**src/rtl/link_pkg.sv**
```systemverilog
// Shared definitions for the link-table order path: order-type encoding,
// default field widths and the arbiter state type.
package link_pkg;

  localparam int ADDR_WIDTH_DEF  = 16;
  localparam int DATA_WIDTH_DEF  = 16;
  localparam int TABLE_WIDTH_DEF = 8;
  localparam int NUM_REQ_DEF     = 4;

  localparam logic [1:0] ORD_APPE = 2'b00;
  localparam logic [1:0] ORD_DELE = 2'b01;
  localparam logic [1:0] ORD_CHAG = 2'b10;
  localparam logic [1:0] ORD_READ = 2'b11;

  typedef enum logic [1:0] {
    ST_IDLE     = 2'd0,
    ST_ISSUE    = 2'd1,
    ST_WAIT_RSP = 2'd2
  } arb_state_t;

endpackage

```
**src/rtl/rr_arbiter.sv**
```systemverilog
// Round-robin pick: first asserted request at or after ptr, wrapping.
// ptr is assumed to be below NUM_REQ.
module rr_arbiter #(
  parameter int NUM_REQ = 4,
  parameter int PTR_W   = (NUM_REQ > 1) ? $clog2(NUM_REQ) : 1
) (
  input  logic [NUM_REQ-1:0] req,
  input  logic [PTR_W-1:0]   ptr,
  output logic [NUM_REQ-1:0] grant,
  output logic [PTR_W-1:0]   idx,
  output logic               any
);

  int c;

  always_comb begin
    grant = '0;
    idx   = '0;
    any   = 1'b0;
    c     = 0;
    for (int k = 0; k < NUM_REQ; k++) begin
      c = int'(ptr) + k;
      if (c >= NUM_REQ) c = c - NUM_REQ;
      if (!any && req[c]) begin
        any      = 1'b1;
        grant[c] = 1'b1;
        idx      = PTR_W'(c);
      end
    end
  end

endmodule

```
**src/rtl/link_order_arb.sv**
```systemverilog
// Arbitrates per-requester link-table orders onto one order port and routes
// the read response back to the requester that issued the read.
//
// state       | meaning
// ST_IDLE     | waiting for a request; grant is combinational
// ST_ISSUE    | captured order presented on the order port
// ST_WAIT_RSP | read outstanding; response passes through to the owner
module link_order_arb
  import link_pkg::*;
#(
  parameter int ADDR_WIDTH  = ADDR_WIDTH_DEF,
  parameter int DATA_WIDTH  = DATA_WIDTH_DEF,
  parameter int TABLE_WIDTH = TABLE_WIDTH_DEF,
  parameter int NUM_REQ     = NUM_REQ_DEF
) (
  input  logic                           clk,
  input  logic                           rst,
  input  logic [NUM_REQ-1:0]             req_valid,
  output logic [NUM_REQ-1:0]             req_busy,
  input  logic [2*NUM_REQ-1:0]           req_type,
  input  logic [NUM_REQ*TABLE_WIDTH-1:0] req_table,
  input  logic [NUM_REQ*ADDR_WIDTH-1:0]  req_node,
  input  logic [NUM_REQ*DATA_WIDTH-1:0]  req_data,
  output logic                           order_valid,
  input  logic                           order_busy,
  output logic [1:0]                     order_type,
  output logic [TABLE_WIDTH-1:0]         order_table,
  output logic [ADDR_WIDTH-1:0]          order_node,
  output logic [DATA_WIDTH-1:0]          order_data,
  input  logic                           dout_valid,
  output logic                           dout_busy,
  input  logic [DATA_WIDTH-1:0]          dout_data,
  output logic [NUM_REQ-1:0]             rsp_valid,
  input  logic [NUM_REQ-1:0]             rsp_busy,
  output logic [DATA_WIDTH-1:0]          rsp_data
);

  localparam int PTR_W = $clog2(NUM_REQ);

  arb_state_t        state;
  logic [PTR_W-1:0]  rr_ptr;
  logic [PTR_W-1:0]  owner;
  logic [NUM_REQ-1:0] gnt_onehot;
  logic [PTR_W-1:0]  gnt_idx;
  logic              gnt_any;
  logic              in_idle;
  logic              in_wait;

  rr_arbiter #(.NUM_REQ(NUM_REQ), .PTR_W(PTR_W)) u_rr (
    .req   (req_valid),
    .ptr   (rr_ptr),
    .grant (gnt_onehot),
    .idx   (gnt_idx),
    .any   (gnt_any)
  );

  // Reset gates every handshake output so nothing transfers during reset.
  assign in_idle  = (state == ST_IDLE) && !rst;
  assign in_wait  = (state == ST_WAIT_RSP) && !rst;
  assign req_busy = in_idle ? ~gnt_onehot : '1;
  assign dout_busy = in_wait ? rsp_busy[owner] : 1'b1;
  assign rsp_data = dout_data;

  always_comb begin
    rsp_valid = '0;
    if (in_wait) rsp_valid[owner] = dout_valid;
  end

  always_ff @(posedge clk) begin
    if (rst) begin
      state       <= ST_IDLE;
      rr_ptr      <= '0;
      owner       <= '0;
      order_valid <= 1'b0;
      order_type  <= '0;
      order_table <= '0;
      order_node  <= '0;
      order_data  <= '0;
    end else begin
      case (state)
        ST_IDLE: begin
          if (gnt_any) begin
            owner       <= gnt_idx;
            order_type  <= req_type[2*gnt_idx +: 2];
            order_table <= req_table[gnt_idx*TABLE_WIDTH +: TABLE_WIDTH];
            order_node  <= req_node[gnt_idx*ADDR_WIDTH +: ADDR_WIDTH];
            order_data  <= req_data[gnt_idx*DATA_WIDTH +: DATA_WIDTH];
            rr_ptr      <= (gnt_idx == PTR_W'(NUM_REQ-1)) ? '0 : gnt_idx + 1'b1;
            order_valid <= 1'b1;
            state       <= ST_ISSUE;
          end
        end
        ST_ISSUE: begin
          if (!order_busy) begin
            order_valid <= 1'b0;
            state       <= (order_type == ORD_READ) ? ST_WAIT_RSP : ST_IDLE;
          end
        end
        ST_WAIT_RSP: begin
          if (dout_valid && !dout_busy) state <= ST_IDLE;
        end
        default: begin
          order_valid <= 1'b0;
          state       <= ST_IDLE;
        end
      endcase
    end
  end

endmodule
```
**config.mk**
```make
export PLATFORM = sky130hd
export DESIGN_NAME = link_order_arb
export DESIGN_NICKNAME = d
export VERILOG_FILES = /design/src/rtl/link_pkg.sv /design/src/rtl/rr_arbiter.sv /design/src/rtl/link_order_arb.sv
export SDC_FILE = /design/constraint.sdc
export NUM_CORES = 1
export LEC_CHECK = 0
export CAP_MARGIN = 25
export CORE_UTILIZATION = 32
export CTS_CLUSTER_SIZE = 30
export DETAILED_ROUTE_END_ITERATION = 7
export PLACE_DENSITY = 0.86
export SYNTH_ARGS = -nofsm -noshare
export SYNTH_HDL_FRONTEND = slang
export SYNTH_SLANG_ARGS = --single-unit
```
**constraint.sdc**
```tcl
create_clock -name clk -period 3 [get_ports clk]
set_clock_uncertainty 0.1 [all_clocks]
set_input_delay 0.6 -clock clk [delete_from_list [all_inputs] [get_ports clk]]
set_output_delay 0.6 -clock clk [all_outputs]
set_load 0.005 [all_outputs]
```
==> metrics.txt, run 1 <==
VDD IR max ~440 µV; antenna violations before repair 0; Pwr Total about 5.1 mW; final wirelength around 12000 µm; DR WL met3 879 µm; vias per cell about 5.2; Setup Total Neg Slack -0.107 ns; worst path arrival time roughly 2.4 ns; router iterations before antenna repair 4; CTS clk-pin slew, worst paths roughly 0.090 ns; fmax about 320 MHz; critical path type reg -> out; DR vias about 3700; Die Span Y roughly 110 µm; max-slew violation count 0; share of layout cells above drive strength 1 0.218; Seq/Total Area, Yosys 0.273; ys async rst share 0; CTS tree built; Post-synth EDFFs 0; failing checks negative setup slack; RSZ-0062 raised after global routing true; final hold vios 0; WL met2 about 6400 µm; Main synth FF type dfxtp_1; worst setup margin -0.0951 ns; IO Pins ~260; P per Cell Area between 800 and 900 nW/µm²; HP Class reg -> reg; synthesized area per cell just over 10 µm²; Tmin final between 3 and 4 ns; slew of the pin with the lowest slew margin between 0.4 and 0.5 ns; Hold-fix buffers, CTS 0; commonest non-fill, non-tap cell in the layout clkdlybuf4s50_1; antenna cells 0; # nets final 781; CTS Root Cell clkbuf_8; Post-Synthesis Cells about 350; Required @ worst endpoint about 2.3 ns; final period utilization 1.03; P_leak 2.36 nW; Die Area 11700 µm²; largest net degree at the start of global routing 35; # setup viols final 2; CP Max Fanout 5; Post-Syn Area ~3600 µm²; hpwl dp between 9000 and 10000 µm; GRT Util Overall 0.194; YS warnings 0; flops & latches, synth between 40 and 50; first-pass GRT wire length 17800 µm; clock sink count 49; Worst-Skew Late Latency 0.29 ns; Post-Syn Nets around 550; row count 38; Initial Utilization 0.330; FILL cells around 900; status finished with violations; Slew Limit Headroom 0.707; H-tree Lvls 2; top layer in use met4; vias in the first global route 3693; multi-input combinational cell area around 2300 µm²; grt ovf 0; Cell variety after synth between 40 and 50; wl on met1 around 4700 µm; CP endpoint kind primary output; Final GP Congestion 0.837; Clock Path Buffers 2; most frequent cells in the layout clkdlybuf4s50_1, mux2i_1, nand2_1; Max Cap Violations 0; PortBufs approximately 230; number of buffers created by CTS 5; Die Wd ~110 µm; Final ANT Viol Nets 0; core box area around 11000 µm²; DR WL/cell approximately 17 µm; Iter 0 DRT Violations a little over 90; register area a little under 1000 µm²; area grow syn2layout 75.3%; hold_ws ~0.37 ns; Startpoint Class flip-flop; DRC 0
-- critical path, stage by stage (launching register included) --
cell     delay (ns)
dfxtp_2        0.36
inv_2          0.05
ha_4           0.27
mux4_2         0.55
buf_6          0.15
nor2b_4        0.19
a22oi_2        0.07
o21ai_1        0.20
nand2_1        0.10
buf_2          0.16
-- power breakdown --
group	switching, mW	internal (mW)
Combinational	1.58	2.02
Clock	0.218	0.162
Sequential	0.205	0.970
-- cells by family after synthesis --
family                   after synthesis  synth area share
multiplexers                          93             0.277
AND/OR/NAND/NOR                       82             0.109
AO/OA/AOI/OAI                         68             0.223
buffers and inverters                 49             0.101
flip-flops                            49             0.273
adder cells (fa/ha/maj)                4            0.0139
XOR/XNOR                               1           0.00244
-- metrics by stage --
stage	util	instance area (µm²)	instances	setup slack, ns
detailed placement	0.558	6080	704	-0.498
global route	0.578	6300	722	-0.208
floorplan	-	3590	346	0.113
CTS	0.570	6210	718	-0.00547
finish	0.578	6300	722	-0.0951
global placement	0.558	6080	704	-0.388
-- final cells by class --
class / count / area share
Inverter: 5 / 0.00298
Sequential cell: 49 / 0.156
Clock buffer: 6 / 0.0115
Tap cell: 140 / 0.0278
Multi-Input combinational cell: 248 / 0.369
Clock inverter: 2 / 0.00159
Timing Repair Buffer: 272 / 0.430
-- flip-flops by register name, indices dropped and copies added (netlist names) --
signal and cells:
rr_ptr 2, order_data 16, order_table 8, state 2
order_node 16, order_type 2, order_valid 1, owner 2
-- what timing repair did --
action / in CTS / in global routing
pin swaps: 3 / 4
setup endpoints to repair: 4 / 5
setup buffers: 6 / 4
resized for setup: 32 / 13
-- final timing paths --
path,end,from,cells after the start,slack (ns)
worst max register to register,order_data[3],rr_ptr[0],12,0.03
worst max-delay path,req_busy[2],rr_ptr[0],9,-0.1
worst min-delay path,order_node[1],order_node[1],2,0.37
worst min register to register,order_node[1],order_node[1],2,0.37
-- metal layers --
layer | vias to the layer above | track usage
li1 | 1758 | -
met1 | 1792 | 0.213
met2 | 170 | 0.359
met3 | 27 | 0.0500
met4 | 0 | 0.0646
met5 | - | 0
-- cells in the mapped netlist (2+ instances only) --
cell	n	area, µm²
nand3_1	4	20.0
mux4_2	5	113
a22oi_1	8	60.1
mux2_2	2	22.5
nor2_1	8	30.0
a31oi_1	2	12.5
clkbuf_1	7	26.3
nor3_1	4	20.0
nand2_1	50	188
buf_4	18	135
or3_1	2	12.5
nand2b_1	2	12.5
clkbuf_4	2	15.0
o221ai_2	40	601
nand2_2	2	12.5
dfxtp_1	49	981
buf_6	7	78.8
buf_2	6	30.0
o221ai_1	2	17.5
o21ai_0	5	25.0
inv_1	5	18.8
a21oi_1	4	20.0
buf_8	4	60.1
ha_1	4	50.1
nor3b_1	2	15.0
mux2i_1	86	861
Power figures use the tool's default switching activity.
==> inputs of run 2 (changes only) <==
CORE_MARGIN = 3   (was default)
GPL_TIMING_DRIVEN = 1   (was default)
MAX_ROUTING_LAYER = met4   (was default)
==> metrics.txt, run 2 (synthesized netlist as in run 1, its figures left out) <==
Worst-Skew Late Latency 0.30 ns; router iterations before antenna repair 4; FILL cells a little over 900; highest-delay cell along the critical path mux4_2; DR vias 3684; core box area 10900 µm²; critical path type reg -> out; most frequent cells in the layout clkdlybuf4s50_1, mux2i_1, nand2_1; post-route cell area approximately 6300 µm²; Flop pwr share 0.218; final hold vios 0; worst setup margin -0.00789 ns; CP cell instances inv_2, ha_4, mux4_2, buf_6, nor2b_4, buf_4, a22oi_2, o21ai_1, nand2_1, buf_2; GRT Util Overall 0.203; P_leak 2.41 nW; CP Max Fanout 3; Setup Total Neg Slack -0.0140 ns; failing checks negative setup slack; clock share of power 0.094; final period utilization 1.00; Iter 0 DRT Violations between 100 and 150; CTS Root Cell clkbuf_8; IO Pins 264; Slew Limit Headroom 0.512; CTS tree built; Die Span Y between 100 and 150 µm; top flop regs order_data: 16 flops, order_node: 16 flops, order_table: 8 flops; hpwl dp approximately 10000 µm; Die Area about 13000 µm²; Cells after DPL 713; clock sink count 49; H-tree Lvls 2; share of layout cells above drive strength 1 0.217; vias in the first global route 4060; area grow syn2layout 76.6%; Final ANT Viol Nets 0; status finished with violations; Required @ worst endpoint approximately 2.3 ns; internal power between 3 and 4 mW; Tmin final 3.01 ns; hold_ws 0.369 ns; grt ovf 0; max-slew violation count 0; antenna cells 0; Hold-fix buffers, CTS 0; worst path arrival time between 2 and 2.5 ns; crit-path max cell delay 0.54 ns; final wirelength between 10000 and 15000 µm; P per Cell Area ~840 nW/µm²; HP Class reg -> reg; CTS clk-pin slew, worst paths ~0.09 ns; RSZ-0062 raised after global routing true; Core Util, Final 0.583; VDD IR max between 400 and 500 µV; first-pass GRT wire length 20200 µm; number of buffers created by CTS 5; antenna violations before repair 0; dpl ws -0.481 ns; Clock Path Buffers 2; Finished Layout Cells 730; switch share 0.376; slew of the pin with the lowest slew margin slightly above 0.7 ns; dpl cell area 6130 µm²; fmax 332 MHz; Pwr Total about 5.3 mW; PortBufs around 230; # setup viols final 2; Psw ~2 mW; DR WL/cell approximately 17 µm; vias per cell about 5; Initial Utilization 0.330; Final GP Congestion roughly 0.9; # nets final 789; Die Wd 112 µm; row count 38; Startpoint Class flip-flop; CP endpoint kind primary output; power share of the combinational group 0.688; DRC 0; commonest non-fill, non-tap cell in the layout clkdlybuf4s50_1; Max Cap Violations 0; largest net degree at the start of global routing 39
run 2: cell count changes in the layout (fill, tap and decap cells not counted), moves of 2 or more:
cell,previous run,this run
a22oi_1,2,5
a22oi_2,6,3
buf_4,29,39
clkinv_2,2,0
mux2i_1,81,86
mux2i_2,5,0
run 2: area by class of cell:
cell class	instances	area [µm²]	share of cell area
clock buffer	6	82.6	0.0130
tap	140	175	0.0276
inverter	5	18.8	0.00296
sequential	49	983	0.155
clock inverter	2	37.5	0.00592
multi-input combinational	248	2290	0.361
timing repair buffer	280	2750	0.434
run 2: path summary, 6_finish.rpt:
kind,start,endpoint,slack [ns],cells past startpoint
worst min register to register,order_node[11],order_node[11],0.37,2
worst max-delay path,rr_ptr[0],req_busy[3],-0.008,10
worst min-delay path,order_node[11],order_node[11],0.37,2
worst max register to register,rr_ptr[0],order_data[7],0.06,12
run 2: worst max-delay path: cells and delay by family, from the launching register on:
kind	cells	cell delay, ns
multiplexers	1	0.54
buffers and inverters	4	0.45
flip-flops	1	0.35
adder cells (fa/ha/maj)	1	0.27
AND/OR/NAND/NOR	2	0.21
AO/OA/AOI/OAI	2	0.20
run 2: what timing repair did:
item / 4_1_cts / 5_1_grt
resized for setup: 31 / 5
hold endpoints to repair: 0 / 0
pin swaps: 4 / 6
endpoints found under the setup margin: 4 / 5
setup buffers: 7 / 2
run 2: metal layers:
layer | global-route usage | up-vias | part of all wire
met5 | - | - | 0
met4 | 0.0585 | 0 | 0.020
met3 | 0.0467 | 20 | 0.061
met2 | 0.367 | 153 | 0.53
met1 | 0.222 | 1739 | 0.39
li1 | - | 1772 | -
run 2: power groups by stage:
stage / registers [mW] / clock network (mW) / logic (mW)
2_1_floorplan: 1.17 / 0 / 2.07
3_5_place_dp: 1.17 / 0 / 3.56
6_report: 1.16 / 0.501 / 3.67
3_3_place_gp: 1.16 / 0 / 3.46
4_1_cts: 1.16 / 0.525 / 3.66
5_1_grt: 1.21 / 0.544 / 3.92
==> inputs of run 3 (changes only) <==
HOLD_SLACK_MARGIN = 0.05   (was default)
SKIP_LAST_GASP = 1   (was default)
==> metrics.txt, run 3 (synthesized netlist as in run 1, its figures left out) <==
status finished with violations; failing checks negative setup slack; multi-input combinational cell area ~2300 µm²; critical path type reg -> out; Die Span Y approximately 110 µm; RR Startpoint rr_ptr[0]; Pwr Total roughly 5.3 mW; grt ovf 0; worst setup margin -0.00527 ns; clock share of power 0.094; Hold Path Stages 2; internal power 3.33 mW; P_leak about 2.4 nW; DR WL/cell between 15 and 20 µm; # setup viols final 1; antenna cells 0; Flop pwr share 0.218; PortBufs around 230; # nets final roughly 790; CTS Root Cell clkbuf_8; P per Cell Area approximately 840 nW/µm²; CTS tree built; first-pass GRT wire length 20200 µm; largest net degree at the start of global routing 39; CTS clk-pin slew, worst paths approximately 0.08 ns; clock sink count 49; most frequent cells in the layout clkdlybuf4s50_1, mux2i_1, nand2_1; Iter 0 DRT Violations about 130; max-slew violation count 0; number of buffers created by CTS 5; top flop regs order_data: 16 flops, order_node: 16 flops, order_table: 8 flops; reg2reg path depth 12; CP startpoint rr_ptr[0]; RSZ-0062 raised after global routing true; Tmin final ~3 ns; Worst-Skew Late Latency approximately 0.3 ns; power share of the combinational group 0.688; area grow syn2layout 76.8%; H-tree Lvls 2; IO Pins 264; Die Area between 10000 and 15000 µm²; switch share 0.375; register area about 980 µm²; CP endpoint kind primary output; core box area about 11000 µm²; final period utilization 1.00; share of layout cells above drive strength 1 0.217; FILL cells between 900 and 1000; Die Wd around 110 µm; Required @ worst endpoint between 2 and 2.5 ns; Startpoint Class flip-flop; CP cell instances inv_2, ha_4, mux4_2, buf_6, nor2b_4, buf_4, a22oi_2, o21ai_1, nand2_1, buf_2; Finished Layout Cells 730; Max Cap Violations 0; Setup Total Neg Slack -0.00527 ns; worst path arrival time ~2.3 ns; commonest non-fill, non-tap cell in the layout clkdlybuf4s50_1; Psw around 2 mW; hold_ws between 0.3 and 0.4 ns; Clock Path Buffers 2; GRT Util Overall 0.203; DR vias between 3000 and 4000; vias in the first global route 4062; vias per cell 5.04; hpwl dp about 10000 µm; row count 38; final hold vios 0; Hold Crit Start order_node[11]; fmax 333 MHz; HP Class reg -> reg; Slew Limit Headroom 0.509; CP Max Fanout 3; highest-delay cell along the critical path mux4_2; crit-path max cell delay roughly 0.54 ns; antenna violations before repair 0; VDD IR max between 400 and 500 µV; Cells after DPL a little over 700; Initial Utilization 0.330; Final ANT Viol Nets 0; slew of the pin with the lowest slew margin around 0.73 ns; router iterations before antenna repair 4; Final GP Congestion between 0.9 and 1; final wirelength between 10000 and 15000 µm; DRC 0
-- run 3: changes by cell type in the layout (fill, tap and decap cells not counted), sizes merged --
cell / previous run / this run
buf: 53 / 52
clkdlybuf4s15: 0 / 1
-- run 3: metrics by stage --
| stage | util | worst slack, ns | instance area, µm² |
|---|---|---|---|
| 4_1_cts | 0.580 | -0.00598 | 6320 |
| 3_3_place_gp | 0.563 | -0.368 | 6130 |
| 5_1_grt | 0.583 | -0.0972 | 6350 |
| 6_report | 0.583 | -0.00527 | 6350 |
| 2_1_floorplan | - | 0.113 | 3590 |
| 3_5_place_dp | 0.563 | -0.481 | 6130 |
-- run 3: path summary, 6_finish.rpt --
kind / end / slack [ns]
worst max-delay path: req_busy[3] / -0.005
worst min register to register: order_node[11] / 0.37
worst min-delay path: order_node[11] / 0.37
worst max register to register: order_data[7] / 0.06
-- run 3: what timing repair did --
action	in CTS	in global routing
resized for setup	31	4
hold endpoints to repair	0	0
hold buffers	0	0
pin swaps	3	6
setup endpoints to repair	4	5
setup buffers	7	2
gates cloned	0	0
-- run 3: routing by layer --
layer	up-vias	share of wire	track usage
met2	149	0.53	0.367
met5	-	0	-
met3	20	0.059	0.0467
li1	1772	-	-
met1	1735	0.39	0.222
met4	0	0.020	0.0585
-- run 3: final cells by class --
cell class / count / share of cell area
timing repair buffer: 280 / 0.435
multi-input combinational: 248 / 0.361
sequential: 49 / 0.155
tap: 140 / 0.0276
clock buffer: 6 / 0.0130
clock inverter: 2 / 0.00591
inverter: 5 / 0.00296
-- run 3: power by group through the flow --
stage | combinational, mW | clock, mW | sequential (mW)
final | 3.67 | 0.501 | 1.16
after global routing | 3.93 | 0.544 | 1.21
after CTS | 3.66 | 0.525 | 1.16
after detailed placement | 3.56 | 0 | 1.17
after global placement | 3.46 | 0 | 1.16
after floorplan | 2.07 | 0 | 1.17
-- run 3: worst max-delay path: cells and delay by family (launching register included) --
family | cells | cell delay, ns
muxes | 1 | 0.54
buffers and inverters | 4 | 0.45
DFF | 1 | 0.35
adders and majority gates | 1 | 0.27
and+or+nand+nor | 2 | 0.21
AOI/OAI and AO/OA | 2 | 0.20
